===== src/rtl/ps2_scan_ctrl.sv =====
// PS/2 scancode sequencer: frame check, E0/F0 prefix decode and an event FIFO.
// Define PS2_TIMEOUT_EN to abandon a pending prefix after TIMEOUT_CYC idle cycles.
module ps2_scan_ctrl #(
    parameter int unsigned FIFO_DEPTH  = 4,
    parameter int unsigned ERR_W       = 8,
    parameter int unsigned TIMEOUT_CYC = 100000
) (
    input  logic                          clk_i,
    input  logic                          rst_ni,
    input  logic                          frame_valid_i,
    input  logic [10:0]                   frame_i,
    output logic                          ev_valid_o,
    input  logic                          ev_ready_i,
    output logic [7:0]                    ev_code_o,
    output logic                          ev_ext_o,
    output logic                          ev_break_o,
    output logic [$clog2(FIFO_DEPTH):0]   fifo_level_o,
    output logic                          ovf_o,
    input  logic                          ovf_clr_i,
    output logic [ERR_W-1:0]              err_cnt_o
);

    localparam int unsigned PtrW = $clog2(FIFO_DEPTH);
    localparam int unsigned LvlW = PtrW + 1;

    typedef enum logic [1:0] {StIdle, StExt, StBrk, StExtBrk} state_e;

    state_e            state_q, state_d, state_eff;
    logic [7:0]        byte_w;
    logic              frame_good, frame_bad, code_err, tmo_expire;
    logic              push, push_ok, pop, full, drop, err_inc;
    logic [9:0]        ev_new;
    logic [9:0]        mem_q [FIFO_DEPTH];
    logic [9:0]        head_q, head_d;
    logic [PtrW-1:0]   wr_ptr_q, wr_ptr_d, rd_ptr_q, rd_ptr_d;
    logic [LvlW-1:0]   count_q, count_d;
    logic              ovf_q, ovf_d;
    logic [ERR_W-1:0]  err_q, err_d;

    assign byte_w     = frame_i[8:1];
    assign frame_good = frame_valid_i & ~frame_i[0] & frame_i[10] & (^frame_i[9:1]);
    assign frame_bad  = frame_valid_i & ~frame_good;

`ifdef PS2_TIMEOUT_EN
    localparam int unsigned TmoW = $clog2(TIMEOUT_CYC + 1);

    logic [TmoW-1:0] tmo_q, tmo_d;

    // Expiry cycle behaves as IDLE so a coincident frame starts a fresh sequence.
    assign tmo_expire = (state_q != StIdle) && (tmo_q == TmoW'(TIMEOUT_CYC));

    always_comb begin
        tmo_d = tmo_q + TmoW'(1);
        if (frame_valid_i || (state_q == StIdle) || tmo_expire) begin
            tmo_d = '0;
        end
    end

    always_ff @(posedge clk_i or negedge rst_ni) begin
        if (!rst_ni) begin
            tmo_q <= '0;
        end else begin
            tmo_q <= tmo_d;
        end
    end
`else
    logic unused_tmo_cfg;

    assign unused_tmo_cfg = ^TIMEOUT_CYC;
    assign tmo_expire     = 1'b0;
`endif

    assign state_eff = tmo_expire ? StIdle : state_q;

    always_comb begin
        state_d  = state_eff;
        push     = 1'b0;
        ev_new   = {byte_w, 2'b00};
        code_err = 1'b0;
        if (frame_good) begin
            unique case (state_eff)
                StIdle: begin
                    if (byte_w == 8'hE0) begin
                        state_d = StExt;
                    end else if (byte_w == 8'hF0) begin
                        state_d = StBrk;
                    end else if ((byte_w == 8'h00) || (byte_w == 8'hFF)) begin
                        code_err = 1'b1;
                    end else begin
                        push = 1'b1;
                    end
                end
                StExt: begin
                    if (byte_w == 8'hF0) begin
                        state_d = StExtBrk;
                    end else if (byte_w != 8'hE0) begin
                        push    = 1'b1;
                        ev_new  = {byte_w, 2'b10};
                        state_d = StIdle;
                    end
                end
                StBrk: begin
                    if (byte_w == 8'hE0) begin
                        state_d = StExtBrk;
                    end else if (byte_w != 8'hF0) begin
                        push    = 1'b1;
                        ev_new  = {byte_w, 2'b01};
                        state_d = StIdle;
                    end
                end
                StExtBrk: begin
                    if ((byte_w != 8'hE0) && (byte_w != 8'hF0)) begin
                        push    = 1'b1;
                        ev_new  = {byte_w, 2'b11};
                        state_d = StIdle;
                    end
                end
                default: state_d = StIdle;
            endcase
        end
    end

    assign err_inc = frame_bad | code_err | tmo_expire;

    always_comb begin
        err_d = err_q;
        if (err_inc && (err_q != {ERR_W{1'b1}})) begin
            err_d = err_q + ERR_W'(1);
        end
    end

    assign ev_valid_o = (count_q != '0);
    assign full       = (count_q == LvlW'(FIFO_DEPTH));
    assign pop        = ev_valid_o & ev_ready_i;
    assign push_ok    = push & (~full | pop);
    assign drop       = push & full & ~pop;

    always_comb begin
        wr_ptr_d = wr_ptr_q;
        rd_ptr_d = rd_ptr_q;
        count_d  = count_q;
        if (push_ok) begin
            wr_ptr_d = wr_ptr_q + PtrW'(1);
        end
        if (pop) begin
            rd_ptr_d = rd_ptr_q + PtrW'(1);
        end
        if (push_ok && !pop) begin
            count_d = count_q + LvlW'(1);
        end else if (!push_ok && pop) begin
            count_d = count_q - LvlW'(1);
        end
    end

    // Head register: the pushed entry becomes head if nothing older survives this cycle.
    always_comb begin
        head_d = head_q;
        if (count_d != '0) begin
            if ((count_q == '0) || ((count_q == LvlW'(1)) && pop)) begin
                head_d = ev_new;
            end else begin
                head_d = mem_q[rd_ptr_d];
            end
        end
    end

    assign ovf_d = (ovf_q & ~ovf_clr_i) | drop;

    always_ff @(posedge clk_i) begin
        if (push_ok) begin
            mem_q[wr_ptr_q] <= ev_new;
        end
    end

    always_ff @(posedge clk_i or negedge rst_ni) begin
        if (!rst_ni) begin
            state_q  <= StIdle;
            head_q   <= '0;
            wr_ptr_q <= '0;
            rd_ptr_q <= '0;
            count_q  <= '0;
            ovf_q    <= 1'b0;
            err_q    <= '0;
        end else begin
            state_q  <= state_d;
            head_q   <= head_d;
            wr_ptr_q <= wr_ptr_d;
            rd_ptr_q <= rd_ptr_d;
            count_q  <= count_d;
            ovf_q    <= ovf_d;
            err_q    <= err_d;
        end
    end

    assign ev_code_o    = head_q[9:2];
    assign ev_ext_o     = head_q[1];
    assign ev_break_o   = head_q[0];
    assign fifo_level_o = count_q;
    assign ovf_o        = ovf_q;
    assign err_cnt_o    = err_q;

endmodule

===== config.mk =====
export PLATFORM = sky130hd
export DESIGN_NAME = ps2_scan_ctrl
export DESIGN_NICKNAME = d
export VERILOG_FILES = /design/src/rtl/ps2_scan_ctrl.sv
export SDC_FILE = /design/constraint.sdc
export NUM_CORES = 1
export LEC_CHECK = 0
export BUFFER_PORTS_ARGS = -buffer_cell sky130_fd_sc_hd__clkbuf_2
export CORE_UTILIZATION = 30
export DETAILED_ROUTE_END_ITERATION = 16
export HOLD_SLACK_MARGIN = 0.08
export PLACE_DENSITY = 0.44
export SYNTH_ARGS = -nofsm -noshare
export SYNTH_HDL_FRONTEND = slang
export SYNTH_SLANG_ARGS = --single-unit

===== constraint.sdc =====
create_clock -name clk_i -period 7.6 [get_ports clk_i]
set_input_delay 0 -clock clk_i [delete_from_list [all_inputs] [get_ports clk_i]]
set_output_delay 0 -clock clk_i [all_outputs]
set_load 0.01 [all_outputs]

==> impl_metrics.tcl <==
set metrics [dict create \
    synthCells 262 \
    worstSetupPathDepth 11 \
    placed_cell_area_um2 3750 \
    irDropWorstVdd_uv 143 \
    numCtsBuffers 9 \
    ys_seq_area_share_pct 55.8 \
    grt_max_degree 29 \
    synth-edff-count 40 \
    synth_cell_type_count 40 \
    grt_setup_unrepaired "no" \
    dpl.hpwl_um 5290 \
    cts_sinks 68 \
    core_um2 10900 \
    clk_pin_slew_ps 50 \
    reg2reg_depth 8 \
    setup-violations-final 0 \
    antenna_found_initial 0 \
    combPwrFrac_pct 39.0 \
    syn_nets 296 \
    postLayoutCoreUtil_pct 37.7 \
    io_pins 39 \
    ant_nets 0 \
    crit_buf_inv 3 \
    drv.max_cap_violation_count 0 \
    cts_tree "yes" \
    post_cts_resized 0 \
    dp_slack_ps 4380 \
    crit_path_top_delay_cell "dlygate4sd3_1" \
    synth_common_cells "edfxtp_1 (40), mux2_2 (30), dfrtp_1 (28)" \
    design_area_um2 4120 \
    synth_top_area_cell "edfxtp_1" \
    crit_fanout 10 \
    ys.flop_type "edfxtp_1" \
    clockRootBuffer "clkbuf_16" \
    drc 0 \
    cts_setup_buffers 0 \
    cp-end-kind "flip-flop" \
    p_leak_uw 0.00165 \
    portBuffers 38 \
    wl_per_cell_um 16.4 \
    ys_warn_count 0 \
    num_rows 38 \
    synthTopCellsByArea "edfxtp_1 (35%), dfrtp_1 (21%), mux2_2 (9.9%)" \
    cp.required_ps 7800 \
    critPathTopFamily "simple AND/OR/NAND/NOR gates" \
    die_w_um 109 \
    p_sw_share_pct 34.4 \
    hold_viol 0 \
    fmaxAchievable_mhz 295 \
    tightest_slew_ps 867 \
    start_util_pct 31.1 \
    clock_latency_ps 320 \
    p_int_uw 1010 \
    grt_pass1_wl_um 12000 \
    place_congestion 0.723 \
    grt_pass1_vias 2192 \
    area_growth_pct 21.1 \
    syn_area_um2 3410 \
    synth_top_area_share_pct 35.3 \
    switchingPower_uw 529 \
    clockBufferDepth 2 \
    critPathMaxStageDelay_ps 520 \
    hold_depth 3 \
    dr.pass1.iters 4 \
    grt-ovfl-total 0 \
    die_h_um 109 \
    nets 348 \
    drive_gt1_share_pct 28.0 \
    grtUsageTotal_pct 14.1 \
    htreeDepth 3 \
    antennaDiodeCount 0 \
    pwr-share-seq_pct 35.5 \
    p_clk_share_pct 25.5 \
    post-synth-top-count-cell "edfxtp_1" \
    ys_seq_elements 68 \
    drt_iter0_drc 76 \
    dr_total_vias 2186 \
    via_per_inst 4.77 \
    period_share_pct 44.6 \
    crit_chain "dlygate4sd3_1, clkbuf_2, inv_1, ha_1, xnor3_1, xnor2_1, nand4_2, and2_4, or4_4, a31oi_4, mux2_2" \
    hold_class "primary input to flip-flop" \
    power_density_nw_per_um2 373 \
    worstSetupPathType "primary input to flip-flop" \
    avgSynthCellArea_um2 13.0 \
    setup-tns-final_ps 0 \
    cp-start-kind "primary input" \
    maxSlewHeadroom_pct 42.0 \
    timing.final.ws_setup_ps 4210 \
    outcome "completed" \
    finClkSkew_ps 5.47 \
    dieArea_um2 11800 \
    cp.arrival_ps 3600 \
    ys_async_sr_fraction_pct 41.2 \
    timing.final.crit_period_ps 3390 \
    nFillCells 1058 \
    route.final.wire_length_um 7520 \
    slew_viol_final 0 \
]
==> logic make-up after synthesis <==
group,after synthesis,synth area share (%)
multiplexers,37,12.7
adder cells (fa/ha/maj),18,6.61
AO/OA/AOI/OAI,45,9.15
buffers and inverters,26,2.87
flip-flops,68,55.8
AND/OR/NAND/NOR,54,8.82
XOR/XNOR,14,4.00
==> area by class of cell <==
class	count	area, um^2	area share (%)
Inverter	18	67.6	1.64
Sequential cell	68	1900	46.1
Tap cell	140	175	4.25
Clock inverter	3	38.8	0.941
Clock buffer	12	236	5.73
Timing Repair Buffer	49	298	7.22
Multi-Input combinational cell	168	1410	34.1
==> power groups by stage <==
stage	clock network (uW)	registers (uW)	logic (uW)
6_report	392	546	601
5_1_grt	418	559	673
4_1_cts	400	547	612
3_5_place_dp	0	553	607
3_3_place_gp	0	554	602
2_1_floorplan	0	547	435
==> layout by cell type (no fill, tap or decap), types with 6 or more instances in the layout <==
| cell type | count |
|---|---|
| a21oi_1 | 11 |
| clkbuf_16 | 9 |
| clkbuf_2 | 38 |
| dfrtp_1 | 28 |
| dlygate4sd3_1 | 10 |
| edfxtp_1 | 40 |
| ha_1 | 18 |
| inv_1 | 18 |
| mux2_2 | 30 |
| nand2_1 | 14 |
| nand4_1 | 6 |
| nor2_1 | 7 |
| nor2b_1 | 7 |
| o22ai_1 | 11 |
| xnor2_1 | 10 |
==> worst paths after layout <==
path	start	slack, ps	to
worst min-delay path	ev_ready_i	120	ovf_o
worst min register to register	head_q[7]	500	head_q[7]
max in group asynchronous	rst_ni	6820	rd_ptr_q[1]
min in group asynchronous	rst_ni	290	head_q[7]
worst max register to register	fifo_level_o[0]	4620	head_q[0]
worst max-delay path	frame_i[6]	4210	head_q[0]
==> registers in the layout (all words and copies together) (netlist names) <==
signal / cells
err_cnt_o: 8
fifo_level_o: 3
head_q: 10
mem_q: 40
ovf_o: 1
rd_ptr_q: 2
state_eff: 2
wr_ptr_q: 2
==> metal layers <==
metal	vias to the layer above	GRT usage (%)	wire, um
met4	0	5.21	110
li1	1068	-	-
met3	9	3.62	325
met5	-	0	0
met1	1065	19.1	3710
met2	44	21.7	3370
==> worst min-delay path, delay by kind of cell <==
kind	cells	cell delay, ps
buffers and inverters	1	150
AOI/OAI and AO/OA	1	80
and+or+nand+nor	1	170
==> per-stage QoR <==
stage	cells	hold slack (ps)	total power [uW]
4_1_cts	458	100	1560
3_5_place_dp	433	126	1160
3_3_place_gp	433	128	1160
6_report	458	116	1540
5_1_grt	458	135	1650
2_1_floorplan	262	-296	982
==> repair_timing <==
item / in CTS / in global routing
hold buffers: 10 / 0
hold endpoints to repair: 61 / 0
setup endpoints to repair: 0 / 0
(Power assumes the default switching activity.)
